===== src/rtl/orca_pkg.sv =====
// rtl/orca_pkg.sv - shared flit type and edge endpoint FSM state encodings
//
// Purpose: common definitions for the mesh edge endpoint.
//   FLIT_W          default flit width in bits
//   flit_t          one flit at the default width
//   edge_tx_state_t injector FSM states
//   edge_rx_state_t receive parser states
package orca_pkg;

  localparam int FLIT_W = 16;

  typedef logic [FLIT_W-1:0] flit_t;

  typedef enum logic [1:0] {
    TX_IDLE,
    TX_HEAD,
    TX_SIZE,
    TX_PAY
  } edge_tx_state_t;

  typedef enum logic [1:0] {
    RX_HDR,
    RX_SIZE,
    RX_PAY
  } edge_rx_state_t;

endpackage


===== src/rtl/edge_fifo.sv =====
// rtl/edge_fifo.sv - synchronous first-word-fall-through FIFO
//
// Purpose: buffers WIDTH-bit words; the head word is visible on dout
// whenever empty is low, with no read latency.
// Ports:
//   clock, reset    rising-edge clock, asynchronous active-low reset
//   push, din       write din when push and not full
//   pop             drop the head word when pop and not empty
//   dout            head word (undefined when empty)
//   full, empty     occupancy flags, derived from the registered count
//   count           number of stored words, 0..DEPTH
module edge_fifo #(
  parameter int WIDTH = 17,
  parameter int DEPTH = 16
) (
  input  logic                     clock,
  input  logic                     reset,
  input  logic                     push,
  input  logic                     pop,
  input  logic [WIDTH-1:0]         din,
  output logic [WIDTH-1:0]         dout,
  output logic                     full,
  output logic                     empty,
  output logic [$clog2(DEPTH):0]   count
);

  localparam int AW = $clog2(DEPTH);
  localparam logic [AW:0] CNT_FULL = (AW+1)'(DEPTH);

  logic [WIDTH-1:0] mem [DEPTH];
  logic [AW-1:0]    wr_ptr;
  logic [AW-1:0]    rd_ptr;
  logic [AW:0]      cnt;
  logic             do_push;
  logic             do_pop;

  assign full    = (cnt == CNT_FULL);
  assign empty   = (cnt == '0);
  assign do_push = push & ~full;
  assign do_pop  = pop & ~empty;
  assign dout    = mem[rd_ptr];
  assign count   = cnt;

  // DEPTH is a power of two, so pointers wrap by natural overflow.
  always_ff @(posedge clock or negedge reset) begin
    if (!reset) begin
      wr_ptr <= '0;
      rd_ptr <= '0;
      cnt    <= '0;
    end else begin
      if (do_push) wr_ptr <= wr_ptr + AW'(1);
      if (do_pop)  rd_ptr <= rd_ptr + AW'(1);
      if (do_push && !do_pop)      cnt <= cnt + (AW+1)'(1);
      else if (!do_push && do_pop) cnt <= cnt - (AW+1)'(1);
    end
  end

  // Storage needs no reset: nothing is visible until a word is pushed.
  always_ff @(posedge clock) begin
    if (do_push) mem[wr_ptr] <= din;
  end

endmodule


===== src/rtl/noc_edge_endpoint.sv =====
// rtl/noc_edge_endpoint.sv - mesh boundary traffic sink and synthetic packet injector
//
// Purpose: receives packets leaving the mesh over a credit link, marks the
// last flit of each packet and buffers {last, flit} for a stream consumer;
// injects packets (dest, size, counting payload) into the mesh on request.
// Ports:
//   clock, reset                  rising-edge clock, asynchronous active-low reset
//   rx_i, data_i, credit_o        inbound credit link from the router
//   tx_o, data_o, credit_i        outbound credit link to the router
//   send_valid_i, send_ready_o    injection request handshake
//   send_dest_i/size_i/seed_i     header, payload length, first payload value
//   recv_valid_o/data_o/last_o    buffered flit stream (FIFO head)
//   recv_ready_i                  consumer pop
//   rx_pkt_cnt_o, tx_pkt_cnt_o    completed packet counters (wrap at 2^32)
module noc_edge_endpoint
  import orca_pkg::*;
#(
  parameter int FLIT_WIDTH = FLIT_W,
  parameter int FIFO_DEPTH = 16
) (
  input  logic                  clock,
  input  logic                  reset,
  input  logic                  rx_i,
  input  logic [FLIT_WIDTH-1:0] data_i,
  output logic                  credit_o,
  output logic                  tx_o,
  output logic [FLIT_WIDTH-1:0] data_o,
  input  logic                  credit_i,
  input  logic                  send_valid_i,
  output logic                  send_ready_o,
  input  logic [FLIT_WIDTH-1:0] send_dest_i,
  input  logic [FLIT_WIDTH-1:0] send_size_i,
  input  logic [FLIT_WIDTH-1:0] send_seed_i,
  output logic                  recv_valid_o,
  output logic [FLIT_WIDTH-1:0] recv_data_o,
  output logic                  recv_last_o,
  input  logic                  recv_ready_i,
  output logic [31:0]           rx_pkt_cnt_o,
  output logic [31:0]           tx_pkt_cnt_o
);

  localparam int CW = $clog2(FIFO_DEPTH) + 1;
  localparam logic [CW-1:0] CNT_FULL = CW'(FIFO_DEPTH);

  // Low during reset, high from the first edge after release; keeps credit
  // and send_ready low while reset is asserted.
  logic alive_q;

  always_ff @(posedge clock or negedge reset) begin
    if (!reset) alive_q <= 1'b0;
    else        alive_q <= 1'b1;
  end

  // ---------------- RX path ----------------
  edge_rx_state_t        rx_state, rx_next;
  logic [FLIT_WIDTH-1:0] rx_size;
  logic [FLIT_WIDTH-1:0] rx_cnt;
  logic                  rx_push;
  logic                  rx_last;
  logic                  fifo_full;
  logic                  fifo_empty;
  logic [CW-1:0]         fifo_count;
  logic [FLIT_WIDTH:0]   fifo_dout;

  // Credit depends only on registered state, never on rx_i.
  assign credit_o = alive_q & (fifo_count != CNT_FULL);
  assign rx_push  = rx_i & alive_q & ~fifo_full;

  always_ff @(posedge clock or negedge reset) begin
    if (!reset) rx_state <= RX_HDR;
    else        rx_state <= rx_next;
  end

  always_comb begin
    rx_next = rx_state;
    case (rx_state)
      RX_HDR:  if (rx_push) rx_next = RX_SIZE;
      RX_SIZE: if (rx_push) rx_next = (data_i == '0) ? RX_HDR : RX_PAY;
      RX_PAY:  if (rx_push && rx_last) rx_next = RX_HDR;
      default: rx_next = RX_HDR;
    endcase
  end

  always_comb begin
    rx_last = 1'b0;
    case (rx_state)
      RX_SIZE: rx_last = (data_i == '0);
      RX_PAY:  rx_last = (rx_cnt == rx_size - FLIT_WIDTH'(1));
      default: rx_last = 1'b0;
    endcase
  end

  always_ff @(posedge clock or negedge reset) begin
    if (!reset) begin
      rx_size      <= '0;
      rx_cnt       <= '0;
      rx_pkt_cnt_o <= '0;
    end else if (rx_push) begin
      if (rx_state == RX_SIZE) begin
        rx_size <= data_i;
        rx_cnt  <= '0;
      end else if (rx_state == RX_PAY) begin
        rx_cnt <= rx_cnt + FLIT_WIDTH'(1);
      end
      if (rx_last) rx_pkt_cnt_o <= rx_pkt_cnt_o + 32'd1;
    end
  end

  edge_fifo #(
    .WIDTH (FLIT_WIDTH + 1),
    .DEPTH (FIFO_DEPTH)
  ) u_rx_fifo (
    .clock (clock),
    .reset (reset),
    .push  (rx_push),
    .pop   (recv_ready_i),
    .din   ({rx_last, data_i}),
    .dout  (fifo_dout),
    .full  (fifo_full),
    .empty (fifo_empty),
    .count (fifo_count)
  );

  // Stale storage is masked so an empty FIFO always shows zeros.
  assign recv_valid_o = ~fifo_empty;
  assign recv_data_o  = fifo_empty ? '0 : fifo_dout[FLIT_WIDTH-1:0];
  assign recv_last_o  = ~fifo_empty & fifo_dout[FLIT_WIDTH];

  // ---------------- TX injector ----------------
  edge_tx_state_t        tx_state, tx_next;
  logic [FLIT_WIDTH-1:0] tx_dest;
  logic [FLIT_WIDTH-1:0] tx_size;
  logic [FLIT_WIDTH-1:0] tx_seed;
  logic [FLIT_WIDTH-1:0] tx_k;
  logic                  tx_accept;
  logic                  tx_done;

  assign tx_accept = send_valid_i & send_ready_o;
  assign tx_done   = credit_i &
                     (((tx_state == TX_SIZE) && (tx_size == '0)) ||
                      ((tx_state == TX_PAY) && (tx_k == tx_size - FLIT_WIDTH'(1))));

  always_ff @(posedge clock or negedge reset) begin
    if (!reset) tx_state <= TX_IDLE;
    else        tx_state <= tx_next;
  end

  always_comb begin
    tx_next = tx_state;
    case (tx_state)
      TX_IDLE: if (tx_accept) tx_next = TX_HEAD;
      TX_HEAD: if (credit_i) tx_next = TX_SIZE;
      TX_SIZE: if (credit_i) tx_next = (tx_size == '0) ? TX_IDLE : TX_PAY;
      TX_PAY:  if (tx_done) tx_next = TX_IDLE;
      default: tx_next = TX_IDLE;
    endcase
  end

  always_comb begin
    tx_o         = 1'b0;
    data_o       = '0;
    send_ready_o = 1'b0;
    case (tx_state)
      TX_IDLE: send_ready_o = alive_q;
      TX_HEAD: begin tx_o = 1'b1; data_o = tx_dest; end
      TX_SIZE: begin tx_o = 1'b1; data_o = tx_size; end
      TX_PAY:  begin tx_o = 1'b1; data_o = tx_seed + tx_k; end
      default: ;
    endcase
  end

  always_ff @(posedge clock or negedge reset) begin
    if (!reset) begin
      tx_dest      <= '0;
      tx_size      <= '0;
      tx_seed      <= '0;
      tx_k         <= '0;
      tx_pkt_cnt_o <= '0;
    end else begin
      if (tx_accept) begin
        tx_dest <= send_dest_i;
        tx_size <= send_size_i;
        tx_seed <= send_seed_i;
        tx_k    <= '0;
      end else if (tx_state == TX_PAY && credit_i) begin
        tx_k <= tx_k + FLIT_WIDTH'(1);
      end
      if (tx_done) tx_pkt_cnt_o <= tx_pkt_cnt_o + 32'd1;
    end
  end

endmodule


===== config.mk =====
export PLATFORM = sky130hd
export DESIGN_NAME = noc_edge_endpoint
export DESIGN_NICKNAME = d
export VERILOG_FILES = /design/src/rtl/orca_pkg.sv /design/src/rtl/edge_fifo.sv /design/src/rtl/noc_edge_endpoint.sv
export SDC_FILE = /design/constraint.sdc
export NUM_CORES = 1
export LEC_CHECK = 0
export BUFFER_PORTS_ARGS = -buffer_cell sky130_fd_sc_hd__buf_2
export CAP_MARGIN = 20
export CORE_ASPECT_RATIO = 1.4
export CORE_UTILIZATION = 40
export DETAILED_ROUTE_END_ITERATION = 10
export PLACE_DENSITY = 0.6
export REMOVE_ABC_BUFFERS = 1
export SLEW_MARGIN = 20
export SYNTH_ARGS = -nofsm -noshare
export SYNTH_HDL_FRONTEND = slang
export SYNTH_SLANG_ARGS = --single-unit

===== constraint.sdc =====
create_clock -name clock -period 6.6 [get_ports clock]
set_input_delay 0.66 -clock clock [delete_from_list [all_inputs] [get_ports clock]]
set_output_delay 0.66 -clock clock [all_outputs]
set_load 0.1 [all_outputs]

==> summary.md <==
- finished, violations left — status
- DRC — violated checks
- 2 — Max H-tree Level
- 37.74% — sw frac
- no — setup repair after global routing missed its margin
- 0 — Antenna Cells
- 1084 ps — Tightest Pin Transition
- 5.379 — vias per std cell
- 3.670 mW — switching pwr
- 170 — number of port buffers
- 37.0% — share of power burned in registers
- 185.3 ps — Worst Hold Margin
- sky130_fd_sc_hd__edfxtp_1 — predominant post-synthesis flop cell
- 14.44 ps — maximum clock skew at final layout
- sky130_fd_sc_hd__edfxtp_1 (40%), sky130_fd_sc_hd__dfrtp_1 (22%), sky130_fd_sc_hd__mux4_2 (9.4%) — cell types with the largest area share after synthesis
- 27.79% — share of cells above drive strength 1
- 2 — antenna violations before repair
- 3790 ps — data arrival time of the critical path
- 60 ps — clock slew seen by the registers of the worst setup and hold paths
- 39.56% — share of synthesized registers carrying an async set or reset
- 8 — number of iterations in the first detailed-routing pass
- sky130_fd_sc_hd__dfrtp_4 — Crit-path slowest cell
- sky130_fd_sc_hd__mux4_2 — CP most frequent cell
- 51940 um^2 — die area
- 450 — number of clock sinks
- 269.3 um — Vert. Die Dim
- 2637 ps — minimum setup slack after placement
- 0 — cells resized by post-CTS repair
- 50250 um^2 — core outline area
- reg2out — critical setup path kind
- 0 — cts-stage hold buffer count
- 2 — Worst Path Buf+Inv
- 2151 ps — final worst slack
- 0 — number of nets still failing antenna checks after routing
- 23640 um^2 — Final Cell Area
- 580 ps — Clk Latency, worst-skew pair
- 47.04 mm — total detailed-routing wirelength
- 192.9 um — Die W
- 97 — count of standard-cell rows
- 0 — post-CTS setup buffer count
- register — Critical Path Source Type
- 47.05% — Final Util
- 103 — largest net degree at the start of global routing
- 1391 — number of cells produced by synthesis
- 0 — Congestion Overflow GR
- 171 — IO Count
- 40.02% — portion of synthesized cell area occupied by the leading cell type
- multiplexers — Top Family by Delay on Critical Path
- 1681 — # nets final
- sky130_fd_sc_hd__edfxtp_1 — cell type contributing the most total cell area after synthesis
- 30.35 mm — hpwl dp
- 0 — Hold Violations, Final
- 9.376 nW — reported leakage power
- 224.8 MHz — Fmax
- 4449 ps — Final Critical Period
- 5940 ps — required time of the worst setup path
- 44 — critical path fanouts, max
- 5 — DRC viols
- 0 — setup-violating endpoint count in the final report
- 12970 — via count of the first global-routing pass
- 411.4 nW/um^2 — pwr dens
- 272 — EDFF count, synth
- 61.84% — sequential cell area fraction in the yosys report
- 35.4% — share of total power in combinational logic
- 450 — #FFs+latches synth
- 0 — max_cap viols
- 20.86 um — wire length per cell after detailed routing
- 3 — CTS Buffer Depth
- built — clock tree from TritonCTS
- 0.3374 mV — maximum ir drop on the vdd rail
- 14.67 um^2 — Avg Cell Area, Syn
- 1020 ps — delay of the slowest critical-path stage
- 27.55% — tightest slew margin relative to the limit
- 15.82% — Area Growth Syn to Fin
- 6.055 mW — Internal Pwr Total
- 18.63% — total routing resource utilization after global routing
- 74.29 mm — global-route wire length before repair
- 66 — number of unique standard cell types used by synthesis
- 22070 um^2 — Post-Place Cell Area
- in2async — worst hold path type
- 27.6% — clock group share of total power
- 0.8122 — routability cong.
- 0 ps — Setup Total Neg Slack
- 40.62% — effective utilization at floorplan
- buf_4 -> mux4_2 -> mux4_2 -> and2_1 -> buf_2 — crit-path cells
- 67.40% — share of the clock period used by the worst path after layout
- 12130 — total via count after detailed routing
- output port — crit path capture type
- sky130_fd_sc_hd__clkbuf_16 — cell at the root of the clock tree
- 20410 um^2 — cell area after technology mapping
- 0 — yosys warns
- 547 — iteration-0 DRC count of the detailed router
- 45 — number of buffers created by CTS
- 0 — count of final max-slew check failures
-- placed cells by master (no fill, tap or decap), types with 4 or more instances in the layout --
cell type and instances:
sky130_fd_sc_hd__edfxtp_1 272, sky130_fd_sc_hd__dfrtp_1 176, sky130_fd_sc_hd__buf_2 169, sky130_fd_sc_hd__xor2_1 86
sky130_fd_sc_hd__mux4_2 85, sky130_fd_sc_hd__mux2_2 74, sky130_fd_sc_hd__nand2_1 70, sky130_fd_sc_hd__nor2_1 69
sky130_fd_sc_hd__xnor2_1 58, sky130_fd_sc_hd__nor3_1 48, sky130_fd_sc_hd__clkbuf_16 46, sky130_fd_sc_hd__and2_1 36
sky130_fd_sc_hd__nand3_1 34, sky130_fd_sc_hd__ha_1 33, sky130_fd_sc_hd__o21ai_0 28, sky130_fd_sc_hd__inv_1 27
sky130_fd_sc_hd__nand4_1 27, sky130_fd_sc_hd__buf_4 27, sky130_fd_sc_hd__a21oi_1 25, sky130_fd_sc_hd__nor4_1 19
sky130_fd_sc_hd__and3_1 16, sky130_fd_sc_hd__a22o_1 13, sky130_fd_sc_hd__clkbuf_1 12, sky130_fd_sc_hd__clkbuf_8 11
sky130_fd_sc_hd__nand2b_1 9, sky130_fd_sc_hd__and4_1 9, sky130_fd_sc_hd__nor3b_1 9, sky130_fd_sc_hd__nor2b_1 8
sky130_fd_sc_hd__a31oi_1 7, sky130_fd_sc_hd__or3_1 7, sky130_fd_sc_hd__a21o_1 6, sky130_fd_sc_hd__o21a_1 6
sky130_fd_sc_hd__clkinv_2 6, sky130_fd_sc_hd__or2_2 5, sky130_fd_sc_hd__bufinv_16 5, sky130_fd_sc_hd__a22oi_1 4
sky130_fd_sc_hd__mux2i_1 4, sky130_fd_sc_hd__o211ai_1 4
-- cell type report --
| type | instances | area [um^2] |
|---|---|---|
| fill | 4485 | 26610 |
| sequential | 450 | 12630 |
| multi-input combinational | 854 | 7467 |
| clock buffer | 68 | 1334 |
| timing repair buffer | 198 | 1074 |
| tap | 643 | 804.5 |
| clock inverter | 15 | 231.5 |
| inverter | 27 | 101.3 |
-- power by group through the flow --
| stage | clock network, mW | logic (mW) | registers [mW] |
|---|---|---|---|
| 2_1_floorplan | 0 | 2.72 | 3.71 |
| 3_3_place_gp | 0 | 3.45 | 3.65 |
| 3_5_place_dp | 0 | 3.48 | 3.66 |
| 4_1_cts | 2.76 | 3.49 | 3.61 |
| 5_1_grt | 2.85 | 3.68 | 3.65 |
| 6_report | 2.69 | 3.44 | 3.60 |
-- metal layers --
metal  wire [um]  track usage (%)  vias to the layer above
met5          13                0                        -
met1       18520            21.60                     6183
li1            -                -                     5634
met3        1901            3.267                       69
met4        1254            5.530                        2
met2       25350            34.39                      242
-- sequential cells by signal, summed over array words and instances, names as in the netlist, 5 cells and up --
name / cells
tx_size: 16
rx_cnt: 16
tx_seed: 16
tx_dest: 16
rx_size: 16
rx_pkt_cnt_o: 32
tx_pkt_cnt_o: 32
tx_k: 16
u_rx_fifo.count: 5
u_rx_fifo.mem: 272
-- worst paths after layout --
check                      slack [ps]                 from  cells after the start                     to
max in group asynchronous        5130                reset                      2                tx_k[9]
min in group clock                320       send_seed_i[2]                      2             tx_seed[2]
max                              2150  u_rx_fifo.rd_ptr[0]                      5         recv_data_o[0]
min reg2reg                       480     rx_pkt_cnt_o[31]                      1       rx_pkt_cnt_o[31]
max reg2reg                      2900           rx_size[3]                      7  u_rx_fifo.mem[14][16]
min                               190                reset                      1       rx_pkt_cnt_o[24]
-- through the flow --
stage / power (mW) / instances
2_1_floorplan: 6.436 / 1331
3_3_place_gp: 7.098 / 2172
3_5_place_dp: 7.140 / 2172
4_1_cts: 9.856 / 2255
5_1_grt: 10.18 / 2255
6_report: 9.725 / 2255
-- synthesized netlist by cell type, types with 4 or more instances --
library cell / count
sky130_fd_sc_hd__edfxtp_1: 272
sky130_fd_sc_hd__dfrtp_1: 178
sky130_fd_sc_hd__xor2_1: 86
sky130_fd_sc_hd__mux4_2: 85
sky130_fd_sc_hd__mux2_2: 74
sky130_fd_sc_hd__nand2_1: 70
sky130_fd_sc_hd__nor2_1: 69
sky130_fd_sc_hd__xnor2_1: 58
sky130_fd_sc_hd__nor3_1: 48
sky130_fd_sc_hd__clkbuf_1: 47
sky130_fd_sc_hd__and2_1: 37
sky130_fd_sc_hd__nand3_1: 34
sky130_fd_sc_hd__ha_1: 33
sky130_fd_sc_hd__o21ai_0: 28
sky130_fd_sc_hd__inv_1: 27
sky130_fd_sc_hd__nand4_1: 27
sky130_fd_sc_hd__a21oi_1: 25
sky130_fd_sc_hd__nor4_1: 19
sky130_fd_sc_hd__and3_1: 16
sky130_fd_sc_hd__a22o_1: 13
sky130_fd_sc_hd__buf_1: 12
sky130_fd_sc_hd__and4_1: 9
sky130_fd_sc_hd__nand2b_1: 9
sky130_fd_sc_hd__nor3b_1: 9
sky130_fd_sc_hd__nor2b_1: 8
sky130_fd_sc_hd__a31oi_1: 7
sky130_fd_sc_hd__or3_1: 7
sky130_fd_sc_hd__a21o_1: 6
sky130_fd_sc_hd__o21a_1: 6
sky130_fd_sc_hd__or2_2: 5
sky130_fd_sc_hd__a22oi_1: 4
sky130_fd_sc_hd__mux2i_1: 4
sky130_fd_sc_hd__o211ai_1: 4
-- kinds of logic after synthesis --
| family | after synthesis | synth area share [%] |
|---|---|---|
| flip-flops | 450 | 61.84 |
| AND/OR/NAND/NOR | 383 | 9.925 |
| multiplexers | 163 | 13.66 |
| XOR/XNOR | 144 | 6.180 |
| AO/OA/AOI/OAI | 128 | 4.549 |
| buffers and inverters | 87 | 1.606 |
| adder cells (fa/ha/maj) | 35 | 2.219 |
| other | 1 | 0.01837 |
Note: power is estimated with default switching activity, not from simulation.
